## config.mk

```make
export PLATFORM = sky130hd
export DESIGN_NAME = rx_ctrl_module
export DESIGN_NICKNAME = d
export VERILOG_FILES = /design/src/rtl/rx_ctrl_module.sv
export SDC_FILE = /design/constraint.sdc
export NUM_CORES = 1
export LEC_CHECK = 0
export CAP_MARGIN = 30
export CORE_MARGIN = 5
export CORE_UTILIZATION = 47
export DETAILED_ROUTE_END_ITERATION = 16
export PLACE_DENSITY = 0.8
export SLEW_MARGIN = 25
export SYNTH_ARGS = -nofsm -noshare
export SYNTH_HDL_FRONTEND = slang
export SYNTH_SLANG_ARGS = --single-unit
export TNS_END_PERCENT = 10
```

## constraint.sdc

```tcl
create_clock -name CLK -period 1.3 [get_ports CLK]
set_input_delay 0.325 -clock CLK [delete_from_list [all_inputs] [get_ports CLK]]
set_output_delay 0.325 -clock CLK [all_outputs]
set_load 0.03 [all_outputs]
```

## src/rtl/rx_ctrl_module.sv

```systemverilog
`default_nettype none
// ============================================================================
// Module   : rx_ctrl_module
// Brief    : UART receive controller driven by an external mid-bit strobe.
//            Optional even-parity bit enabled by macro RX_PARITY_EN.
// Revision : 1.0 - initial release
// ============================================================================
module rx_ctrl_module #(
  parameter int DATA_BITS = 8
) (
  input  logic                 CLK,
  input  logic                 RSTn,
  input  logic                 RX_Pin_In,
  input  logic                 RX_En_Sig,
  input  logic                 BPS_CLK,
  output logic                 Count_Sig,
  output logic [DATA_BITS-1:0] RX_Data,
  output logic                 RX_Done_Sig,
  output logic                 Frame_Err,
  output logic                 Parity_Err
);

  localparam logic [3:0] C_LAST_IDX = 4'(DATA_BITS - 1);

  typedef enum logic [2:0] {
    S_IDLE   = 3'd0,
    S_START  = 3'd1,
    S_DATA   = 3'd2,
`ifdef RX_PARITY_EN
    S_PARITY = 3'd3,
`endif
    S_STOP   = 3'd4,
    S_DONE   = 3'd5
  } state_t;

  state_t               r_state;
  state_t               w_state_nxt;
  logic                 w_count;

  logic                 r_sync1;
  logic                 r_sync2;
  logic                 r_sync3;
  logic                 w_line;
  logic                 w_h2l;

  logic [DATA_BITS-1:0] r_shift;
  logic [3:0]           r_bit_idx;
  logic [DATA_BITS-1:0] r_data;
  logic                 r_done;
  logic                 r_ferr;
  logic                 w_par_ok;

  // Two flops for metastability, third flop holds the previous sample for edge detect
  always_ff @(posedge CLK or negedge RSTn) begin
    if (!RSTn) begin
      r_sync1 <= 1'b1;
      r_sync2 <= 1'b1;
      r_sync3 <= 1'b1;
    end else begin
      r_sync1 <= RX_Pin_In;
      r_sync2 <= r_sync1;
      r_sync3 <= r_sync2;
    end
  end

  assign w_line = r_sync2;
  assign w_h2l  = r_sync3 & ~r_sync2;

  always_ff @(posedge CLK or negedge RSTn) begin
    if (!RSTn) begin
      r_state <= S_IDLE;
    end else begin
      r_state <= w_state_nxt;
    end
  end

  always_comb begin
    w_state_nxt = r_state;
    w_count     = 1'b0;
    case (r_state)
      S_IDLE: begin
        if (w_h2l && RX_En_Sig) begin
          w_state_nxt = S_START;
        end
      end
      S_START: begin
        w_count = 1'b1;
        if (BPS_CLK) begin
          w_state_nxt = w_line ? S_IDLE : S_DATA;
        end
      end
      S_DATA: begin
        w_count = 1'b1;
        if (BPS_CLK && (r_bit_idx == C_LAST_IDX)) begin
`ifdef RX_PARITY_EN
          w_state_nxt = S_PARITY;
`else
          w_state_nxt = S_STOP;
`endif
        end
      end
`ifdef RX_PARITY_EN
      S_PARITY: begin
        w_count = 1'b1;
        if (BPS_CLK) begin
          w_state_nxt = S_STOP;
        end
      end
`endif
      S_STOP: begin
        w_count = 1'b1;
        if (BPS_CLK) begin
          w_state_nxt = S_DONE;
        end
      end
      S_DONE: begin
        w_state_nxt = S_IDLE;
      end
      default: begin
        w_state_nxt = S_IDLE;
      end
    endcase
  end

`ifdef RX_PARITY_EN
  logic r_par_bit;
  logic r_perr;

  // Even parity: data bits plus parity bit must XOR to zero
  assign w_par_ok   = ~((^r_shift) ^ r_par_bit);
  assign Parity_Err = r_perr;

  always_ff @(posedge CLK or negedge RSTn) begin
    if (!RSTn) begin
      r_par_bit <= 1'b0;
      r_perr    <= 1'b0;
    end else begin
      r_perr <= 1'b0;
      if ((r_state == S_PARITY) && BPS_CLK) begin
        r_par_bit <= w_line;
      end
      if ((r_state == S_STOP) && BPS_CLK) begin
        r_perr <= ~w_par_ok;
      end
    end
  end
`else
  assign w_par_ok   = 1'b1;
  assign Parity_Err = 1'b0;
`endif

  // Results are registered on the stop-bit strobe so they are visible during DONE
  always_ff @(posedge CLK or negedge RSTn) begin
    if (!RSTn) begin
      r_shift   <= '0;
      r_bit_idx <= 4'd0;
      r_data    <= '0;
      r_done    <= 1'b0;
      r_ferr    <= 1'b0;
    end else begin
      r_done <= 1'b0;
      r_ferr <= 1'b0;
      if ((r_state == S_START) && BPS_CLK) begin
        r_bit_idx <= 4'd0;
      end
      if ((r_state == S_DATA) && BPS_CLK) begin
        r_shift   <= {w_line, r_shift[DATA_BITS-1:1]};
        r_bit_idx <= r_bit_idx + 4'd1;
      end
      if ((r_state == S_STOP) && BPS_CLK) begin
        r_ferr <= ~w_line;
        if (w_line && w_par_ok) begin
          r_data <= r_shift;
          r_done <= 1'b1;
        end
      end
    end
  end

  assign Count_Sig   = w_count;
  assign RX_Data     = r_data;
  assign RX_Done_Sig = r_done;
  assign Frame_Err   = r_ferr;

endmodule
`default_nettype wire

```

==> run metrics, run 1 <==
FP Rows 18; Syn Nets 96; Clock Sinks 28; Lkg Pwr 0.000847 µW; Max IR drop VDD between 0.001 and 0.0015 V; first-pass GRT wire length around 4.0 mm; Iter 0 DRT Violations 13; Critical Path Fanout Max 5; Clock Path Buffers 2; EDFF count, synth 0; Post-Syn Area about 1200 µm²; most used cell, CP buf_6; CP Launch Type flip-flop; clock insertion delay at the later pin of the skew report ~330 ps; CP max stage cell dfrtp_1; DR vias/cell approximately 5.3; Residual DRC 0; synth unique cells 32; antenna viol nets, final 0; power per standard cell area approximately 1700 nW/µm²; crit path kind reg2out; grt ovf 0; filler instances ~180; Critical Path Start r_state[1]; CORE AREA approximately 2500 µm²; Die Wd roughly 61 µm; TritonCTS clock tree yes; number of global-route vias before repair approximately 860; largest net degree at the start of global routing 17; final hold vios 0; P&R area growth vs syn 32.4%; number of hold buffers added after cts 0; critical-path cell list buf_6 > xnor2_2 > o21ai_2 > buf_6; failing checks setup timing; met1 usage between 20% and 30%; Chip Height 61.4 µm; sequential share of the synthesized area between 50 and 60%; CTS Buf Count 3; number of I/O pins 17; Yosys warnings 0; initial cell density of the core approximately 50%; share of the synthesized area in the top cell type 50.4%; final setup margin -331 ps; Synth Flop Type dfrtp_1; fraction of registers with async set/reset 100%; fmax 613 MHz; initial antenna violation count 0; Fin Clk Skew 10.3 ps; RSZ-0062 raised after global routing yes; WL per Instance ~16 µm; total wire length 2.49 mm; clk slew on worst S/H paths 140 ps; routed via count 823; reg-to-reg startpoint r_state[1]; Root Driver clkbuf_4; GR peak layer met2; GPL Wtd Cong 0.861; HP Class in2async; synth top area cells dfrtp_1 (50%), mux2_4 (9.7%), mux2_2 (8.2%); CP required 980 ps; Syn Area/Cell roughly 14 µm²; Final #Nets between 100 and 150; All-Layer GR Usage roughly 15%; WP buf/inv 2; dpl cells about 140; Critical Path AT roughly 1300 ps; Die ar. approximately 3800 µm²; Fin Setup TNS -2080 ps; minimum clock period ~1600 ps; CTS HTree Levels 1; outcome complete, but fails checks; CP Capture Type output pin; crit share post-route 125%; Post-DP HPWL roughly 1.7 mm; final setup fails 19; Final Max Slew Viols 0; Post-Layout Cell Count between 150 and 200; first-pass iteration count of the detailed router 4; met3 Usage GRT approximately 2.7%; share of cells above drive strength 1 52.0%; largest area contributor in the netlist dfrtp_1; max cap viols 0; n_diodes 0; Syn Inst Count 90; CP top delay family flip-flops; IO buf count 15; grt met2 use 24.3%; Synth Register Bits 28; Worst path max stage delay roughly 430 ps; Power Total ~2900 µW
## state kept, by name, indices dropped and copies added (netlist names)
name         flops
Frame_Err        1
r_sync3          1
r_state          3
RX_Data          8
r_bit_idx        4
r_sync1          1
r_shift          8
r_sync2          1
RX_Done_Sig      1
## through the flow
stage	instance area (µm²)	utilization (%)	worst slack, ps	hold WS [ps]
finish	1650	65.8	-331	199
global route	1650	65.8	-393	212
CTS	1630	65.1	-311	200
detailed placement	1490	59.4	-431	348
global placement	1490	59.4	-366	348
floorplan	1270	-	-22.0	29.4
## cell usage in the layout, fill, tap and decap left out, types with 2 or more instances in the layout
cell             instances
dfstp_2                  3
mux2_2                   3
a21oi_1                  3
o21ai_1                  2
nor2_1                   2
nand3_1                  2
nor3b_2                  2
nand2b_1                 3
buf_6                    4
clkbuf_4                 3
mux2_4                  14
buf_4                   27
clkdlybuf4s50_1          3
a22o_1                   3
inv_1                    2
dfrtp_1                 25
nand2_1                  2
## power breakdown
part           internal [µW]  switching [µW]
Clock                    312             253
Combinational            641             460
Sequential              1050             162
## timing repair
item                                    CTS  global route
endpoints found under the setup margin   21            23
resized for setup                        13             5
buffers inserted                          6             1
pin swaps                                 6             4
cloned                                    0             1
## worst register-to-register path, cell delays in order, from the launching register on
cell	delay [ps]
dfrtp_1	430
buf_4	150
and4bb_2	350
nand2_2	120
mux2_4	310
## area by class of cell
class                      count  area (µm²)  share of cell area (%)
timing repair buffer          35         287                    17.4
tap                           30        37.5                    2.28
multi-input combinational     56         557                    33.8
clock buffer                   3        22.5                    1.37
clock inverter                 1        30.0                    1.83
inverter                       2        7.51                   0.456
sequential                    28         704                    42.8
## cell usage after synthesis, types with 2 or more instances
cell type,n
mux2_4,8
dfstp_2,3
nor2b_1,2
nand3_1,2
inv_1,2
nand2b_1,3
o21ai_0,3
buf_4,2
buf_2,2
dfrtp_1,25
nor3b_1,2
nand2_1,2
a22o_1,3
nor2_1,3
mux2_2,9
a21oi_1,3
## routing by layer
metal / vias to the layer above / wire, µm / share of wire [%]
met3: 4 / 100 / 4.0
met5: - / 0 / 0
met2: 12 / 1220 / 49
li1: 392 / - / -
met1: 415 / 1150 / 46
met4: 0 / 29 / 1.2
## worst paths after layout
check / depth (start not counted) / slack (ps) / end
setup reg to reg: 4 / -140 / RX_Data[0]
hold reg to reg: 0 / 370 / r_sync2
setup / recovery: 4 / -330 / Count_Sig
min in group CLK: 0 / 370 / r_sync2
hold / removal: 1 / 200 / RX_Data[7]
max in group asynchronous: 2 / 660 / r_bit_idx[3]
## cell families after synthesis
kind of cell / count (synthesis) / synth area share (%)
flops: 28 / 56.7
simple gates: 21 / 11.9
mux: 17 / 17.8
compound gates: 14 / 8.06
buf+inv: 7 / 3.52
fa+ha+maj: 1 / 1.01
other cells: 1 / 0.302
xor+xnor: 1 / 0.705
Note: power is estimated with default switching activity, not from simulation.
==> run 2, diff against run 1 <==
--- a/config.mk
+++ b/config.mk
@@ -7,9 +7,11 @@
 export LEC_CHECK = 0
 export CAP_MARGIN = 30
 export CORE_MARGIN = 5
-export CORE_UTILIZATION = 47
+export CORE_UTILIZATION = 50
+export CTS_BUF_LIST = sky130_fd_sc_hd__clkbuf_8
+export CTS_CLUSTER_DIAMETER = 100
 export DETAILED_ROUTE_END_ITERATION = 16
-export PLACE_DENSITY = 0.8
+export PLACE_DENSITY = 0.84
 export SLEW_MARGIN = 25
 export SYNTH_ARGS = -nofsm -noshare
 export SYNTH_HDL_FRONTEND = slang
==> run 2 against run 1 <==
  * The run still ends with setup timing left
  * Sequential share of layout area down 0.99 points
  * Non-clock buffer count unchanged
  * Maximum frequency up 4.8%
  * First-iteration DRC count rose to 2.9 times the previous value
  * Worst hold slack better by 160 ps
  * Register-to-register slack about the same
  * Clock power up 21%
==> run metrics, run 2 (synthesized netlist as in run 1, its figures left out) <==
WL per Instance 17.0 µm (+5.9%); crit path kind reg2out; final setup fails 22 (+3); Residual DRC 0 (unchanged); crit share post-route 120% (-5.7 points); total wire length 2.62 mm (+5.2%); Clock Sinks 28 (unchanged); IO buf count 15 (unchanged); share of cells above drive strength 1 50.8% (-1.2 points); HP Class reg2reg; dpl cells 148 (+2.8%); number of hold buffers added after cts 0 (unchanged); minimum clock period 1560 ps (-74.7 ps); number of global-route vias before repair 886 (+3.1%); CP required 980 ps (about the same); first-pass GRT wire length 4.22 mm (+5.7%); CP Capture Type output pin; CORE AREA 2430 µm² (-2.7%); TritonCTS clock tree yes; routed via count 840 (+2.1%); critical-path cell list buf_6 > xnor2_2 > o21ai_2 > buf_6; commonest non-fill, non-tap cells in the layout dfrtp_1 (25), buf_4 (22), mux2_4 (14), buf_6 (8); final setup margin -256 ps (+74.7 ps); CTS Buf Count 3 (unchanged); CTS HTree Levels 1 (unchanged); number of I/O pins 17 (unchanged); All-Layer GR Usage 16.1% (+1.2 points); hold_ws 358 ps (+159 ps); Worst path max stage delay 430 ps (about the same); Fin Clk Skew 3.98 ps (-6.30 ps); Final Max Slew Viols 0 (unchanged); FP Rows 18 (unchanged); failing checks setup timing; initial cell density of the core 51.1% (+1.4 points); outcome complete, but fails checks; Root Driver clkbuf_8; antenna viol nets, final 0 (unchanged); max cap viols 0 (unchanged); final hold vios 0 (unchanged); CP Launch Type flip-flop; clock insertion delay at the later pin of the skew report 280 ps (-50 ps); Critical Path AT 1230 ps (-80 ps); DR vias/cell 5.45 (+2.7%); Post-Layout Cell Count 154 (-0.65%); Die Wd 59.9 µm (-2.5%); GPL Wtd Cong 0.770 (-11%); Clock Path Buffers 2 (unchanged); n_diodes 0 (unchanged); most used cell, CP buf_6; fmax 643 MHz (+4.8%); Lkg Pwr 0.000866 µW (+2.2%); RSZ-0062 raised after global routing yes; Post-DP HPWL 1.61 mm (-4.4%); largest net degree at the start of global routing 29 (+12); commonest non-fill, non-tap cell in the layout dfrtp_1; CP max stage cell dfrtp_1; Final #Nets 131 (-0.76%); first-pass iteration count of the detailed router 4 (unchanged); Chip Height 59.9 µm (-2.5%); initial antenna violation count 0 (unchanged); Critical Path Fanout Max 4 (-1); Max IR drop VDD 0.00103 V (-21%); P&R area growth vs syn 35.5%; Iter 0 DRT Violations 38 (+25); filler instances 161 (-12%); power per standard cell area 1800 nW/µm² (+2.8%); grt ovf 0 (unchanged); Die ar. 3580 µm² (-5.0%); clk slew on worst S/H paths 100 ps (-40 ps)
-- run 2: cell count changes in the layout (fill, tap and decap cells not counted), moves of 3 or more --
cell      previous run  this run
buf_6                4         8
buf_4               27        22
clkbuf_8             0         3
clkbuf_4             3         0
-- run 2: critical path: cells and delay by family, from the launching register on --
kind	cells	cell delay, ps
compound gates	1	120
xor+xnor	1	120
buf+inv	2	280
flops	1	430
-- run 2: power by group --
part / internal [µW] / switching [µW]
clock: 412 / 273
sequential: 1050 / 157
combinational: 669 / 467
-- run 2: stage by stage --
step           utilization (%)  cell area, µm²  setup slack, ps  power [µW]  TNS [ps]
6_report                  69.2            1680             -256        3020     -1840
5_1_grt                   69.2            1680             -336        3180     -2930
4_1_cts                   67.6            1650             -268        2930     -1500
3_5_place_dp              62.8            1530             -437        2110     -9110
3_3_place_gp              62.8            1530             -397        2050     -8150
2_1_floorplan                -            1270            -22.0        1770      -170
-- run 2: worst paths after layout --
kind,startpoint,to,slack (ps),depth (start not counted)
worst max-delay path,r_state[0],Count_Sig,-260,4
worst min-delay path,r_sync1,r_sync2,360,0
worst max register to register,r_state[1],RX_Data[7],-150,4
worst min register to register,r_sync1,r_sync2,360,0
max in group asynchronous,RSTn,r_sync1,670,2
min in group asynchronous,RSTn,Frame_Err,400,2
-- run 2: what timing repair did --
item,CTS,global route
pin swaps,4,1
setup endpoints to repair,22,22
resized for setup,11,10
hold endpoints to repair,0,0
cloned,0,0
buffers inserted,2,1
-- run 2: cell type report --
type / count / area [µm²] / area share [%]
repair buffers: 35 / 314 / 18.6
clock inverters: 1 / 30.0 / 1.78
flip-flops and latches: 28 / 704 / 41.8
clock buffers: 3 / 41.3 / 2.45
well taps: 30 / 37.5 / 2.23
inverters: 2 / 7.51 / 0.446
multi-input cells: 55 / 549 / 32.6
-- run 2: layer usage --
metal  track usage, %  vias to the layer above  share of wire (%)
met5                0                        -                  0
met4             3.48                        0               0.65
met3             4.97                        3                4.4
met2             27.0                       16                 51
met1             20.3                      434                 44
li1                 -                      387                  -
==> RTL change, RTL diff (config.mk and constraints of run 2) <==
The option `RX_PARITY_EN` is turned on by a define.
--- a/src/rtl/rx_ctrl_module.sv
+++ b/src/rtl/rx_ctrl_module.sv
@@ -5,6 +5,8 @@
 //            Optional even-parity bit enabled by macro RX_PARITY_EN.
 // Revision : 1.0 - initial release
 // ============================================================================
+`define RX_PARITY_EN
+
 module rx_ctrl_module #(
   parameter int DATA_BITS = 8
 ) (
Function: same outputs for any inputs over 10 cycles, from zero or initial values and one cycle with RSTn low; that may be too few to reach the edited logic, so the function may still have changed.
==> RTL change against run 2 <==
- the run still ends with setup timing left
- routed wire length rose by 30%
- critical path depth grew 1
- utilization up 9.7 points
- fmax is 18% lower
- setup slack worse by 0.35 ns
- count of clock-buffer cells in the layout up 2
- via count up 24%
- cell area rose by 18%
- sequential cell count grew 2
- synthesized area up 7.9%
- sequential share of layout area down 4.0 points
Power is not compared: it rests on default switching activity, and its combinational part moved more than twofold at a synthesized area within 25%.
==> RTL change: results (changes against run 2) <==
- Failing checks: setup timing
- Max Clock Skew: 0.00479 ns (+0.000805 ns)
- DR iter-0 viols: 62 (+63%)
- Clock transition at path regs: 0.06 ns (-0.04 ns)
- WL/cell: 18.6 um (+9.0%)
- Vias in the first global route: 1141 (+29%)
- Setup ws final: -0.601 ns (-0.345 ns)
- CTS Buf Count: 5 (+2)
- Area contributors post-synth: dfrtp_1 50%, mux2_2 15%, dfstp_2 5.9%
- Fin Setup TNS: -7.25 ns (-5.41 ns)
- Distinct cells, synth: 28 (-13%)
- Htree depth: 2 (+1)
- Total track usage: 21.6% (+5.6 points)
- Status: finished with violations
- Number of vias per cell: 5.67 (+3.9%)
- Sequential-to-total area share from yosys stat: 56.3% (-0.39 points)
- Met1 WL: 1.36 mm (+18%)
- Pin count of the biggest net entering global routing: 17 (-41%)
- R2r worst-path depth: 5 (+1)
- Detail Placement HPWL: 1.99 mm (+24%)
- First-pass GRT wire length: 5.62 mm (+33%)
- Final setup violation count: 22 (unchanged)
- Met3 WL: 234 um (+100%)
- PortBufs: 16 (+1)
- Nets@finish: 159 (+21%)
- Final RePlAce weighted congestion: 0.865 (+12%)
-- RTL change: cell count changes after synthesis, sizes merged, moves of 3 or more --
cell and delta:
buf -4, nand2 +10, o21ai +3, a22o -3
xnor2 +3, nor2 +4
-- RTL change: layout make-up --
type	count	area, um2
clock buffers	5	68.8
fillers	144	531
flip-flops and latches	30	754
repair buffers	43	362
well taps	30	37.5
clock inverters	3	40.0
multi-input cells	73	729
-- RTL change: worst max-delay path, cell delays in order (launching register included) --
cell     delay [ns]
dfrtp_1        0.40
xor2_1         0.19
xnor3_2        0.51
mux2i_4        0.22
buf_6          0.16
mux2_4         0.30
-- RTL change: layer usage --
metal	track usage, %	vias up
met4	11.5	0
met3	9.50	10
met1	25.0	535
met2	33.9	31
li1	-	467
met5	0	-
-- RTL change: per-stage QoR --
| step | cell area (um2) | instances | setup slack, ns | utilization [%] |
|---|---|---|---|---|
| 2_1_floorplan | 1340 | 106 | -0.490 | - |
| 3_3_place_gp | 1690 | 175 | -0.880 | 67.0 |
| 3_5_place_dp | 1690 | 175 | -0.960 | 67.0 |
| 4_1_cts | 1920 | 184 | -0.537 | 76.1 |
| 5_1_grt | 1990 | 184 | -0.677 | 79.0 |
| 6_report | 1990 | 184 | -0.601 | 79.0 |
-- RTL change: final timing paths --
kind / startpoint / endpoint / slack [ns]
worst max-delay path: r_shift[5] / RX_Data[7] / -0.60
min in group asynchronous: RSTn / r_state[2] / 0.37
worst max register to register: r_shift[5] / RX_Data[7] / -0.60
max in group asynchronous: RSTn / r_sync1 / 0.67
worst min register to register: r_sync1 / r_sync2 / 0.36
worst min-delay path: r_sync1 / r_sync2 / 0.36
-- RTL change: logic make-up (layout without fill, tap and decap cells) --
| logic type | after synthesis | after routing | synth area share [%] |
|---|---|---|---|
| AND/OR/NAND/NOR | 33 | 33 | 12.0 |
| flip-flops | 30 | 30 | 56.3 |
| multiplexers | 20 | 20 | 17.6 |
| AO/OA/AOI/OAI | 12 | 12 | 5.60 |
| XOR/XNOR | 7 | 7 | 6.72 |
| buffers and inverters | 3 | 51 | 0.934 |
| adder cells (fa/ha/maj) | 1 | 1 | 0.934 |
-- RTL change: timing repair --
action | CTS | global route
pin swaps | 2 | 6
cloned | 0 | 0
gates resized for setup | 29 | 18
setup endpoints to repair | 26 | 26
buffers inserted | 1 | 0
-- RTL change: power breakdown --
| group | switching, mW | leakage [nW] | total (mW) | internal [mW] |
|---|---|---|---|---|
| Combinational | 1.20 | 0.525 | 2.67 | 1.48 |
| Clock | 0.360 | 0.0579 | 0.923 | 0.563 |
| Sequential | 0.216 | 0.393 | 1.40 | 1.19 |
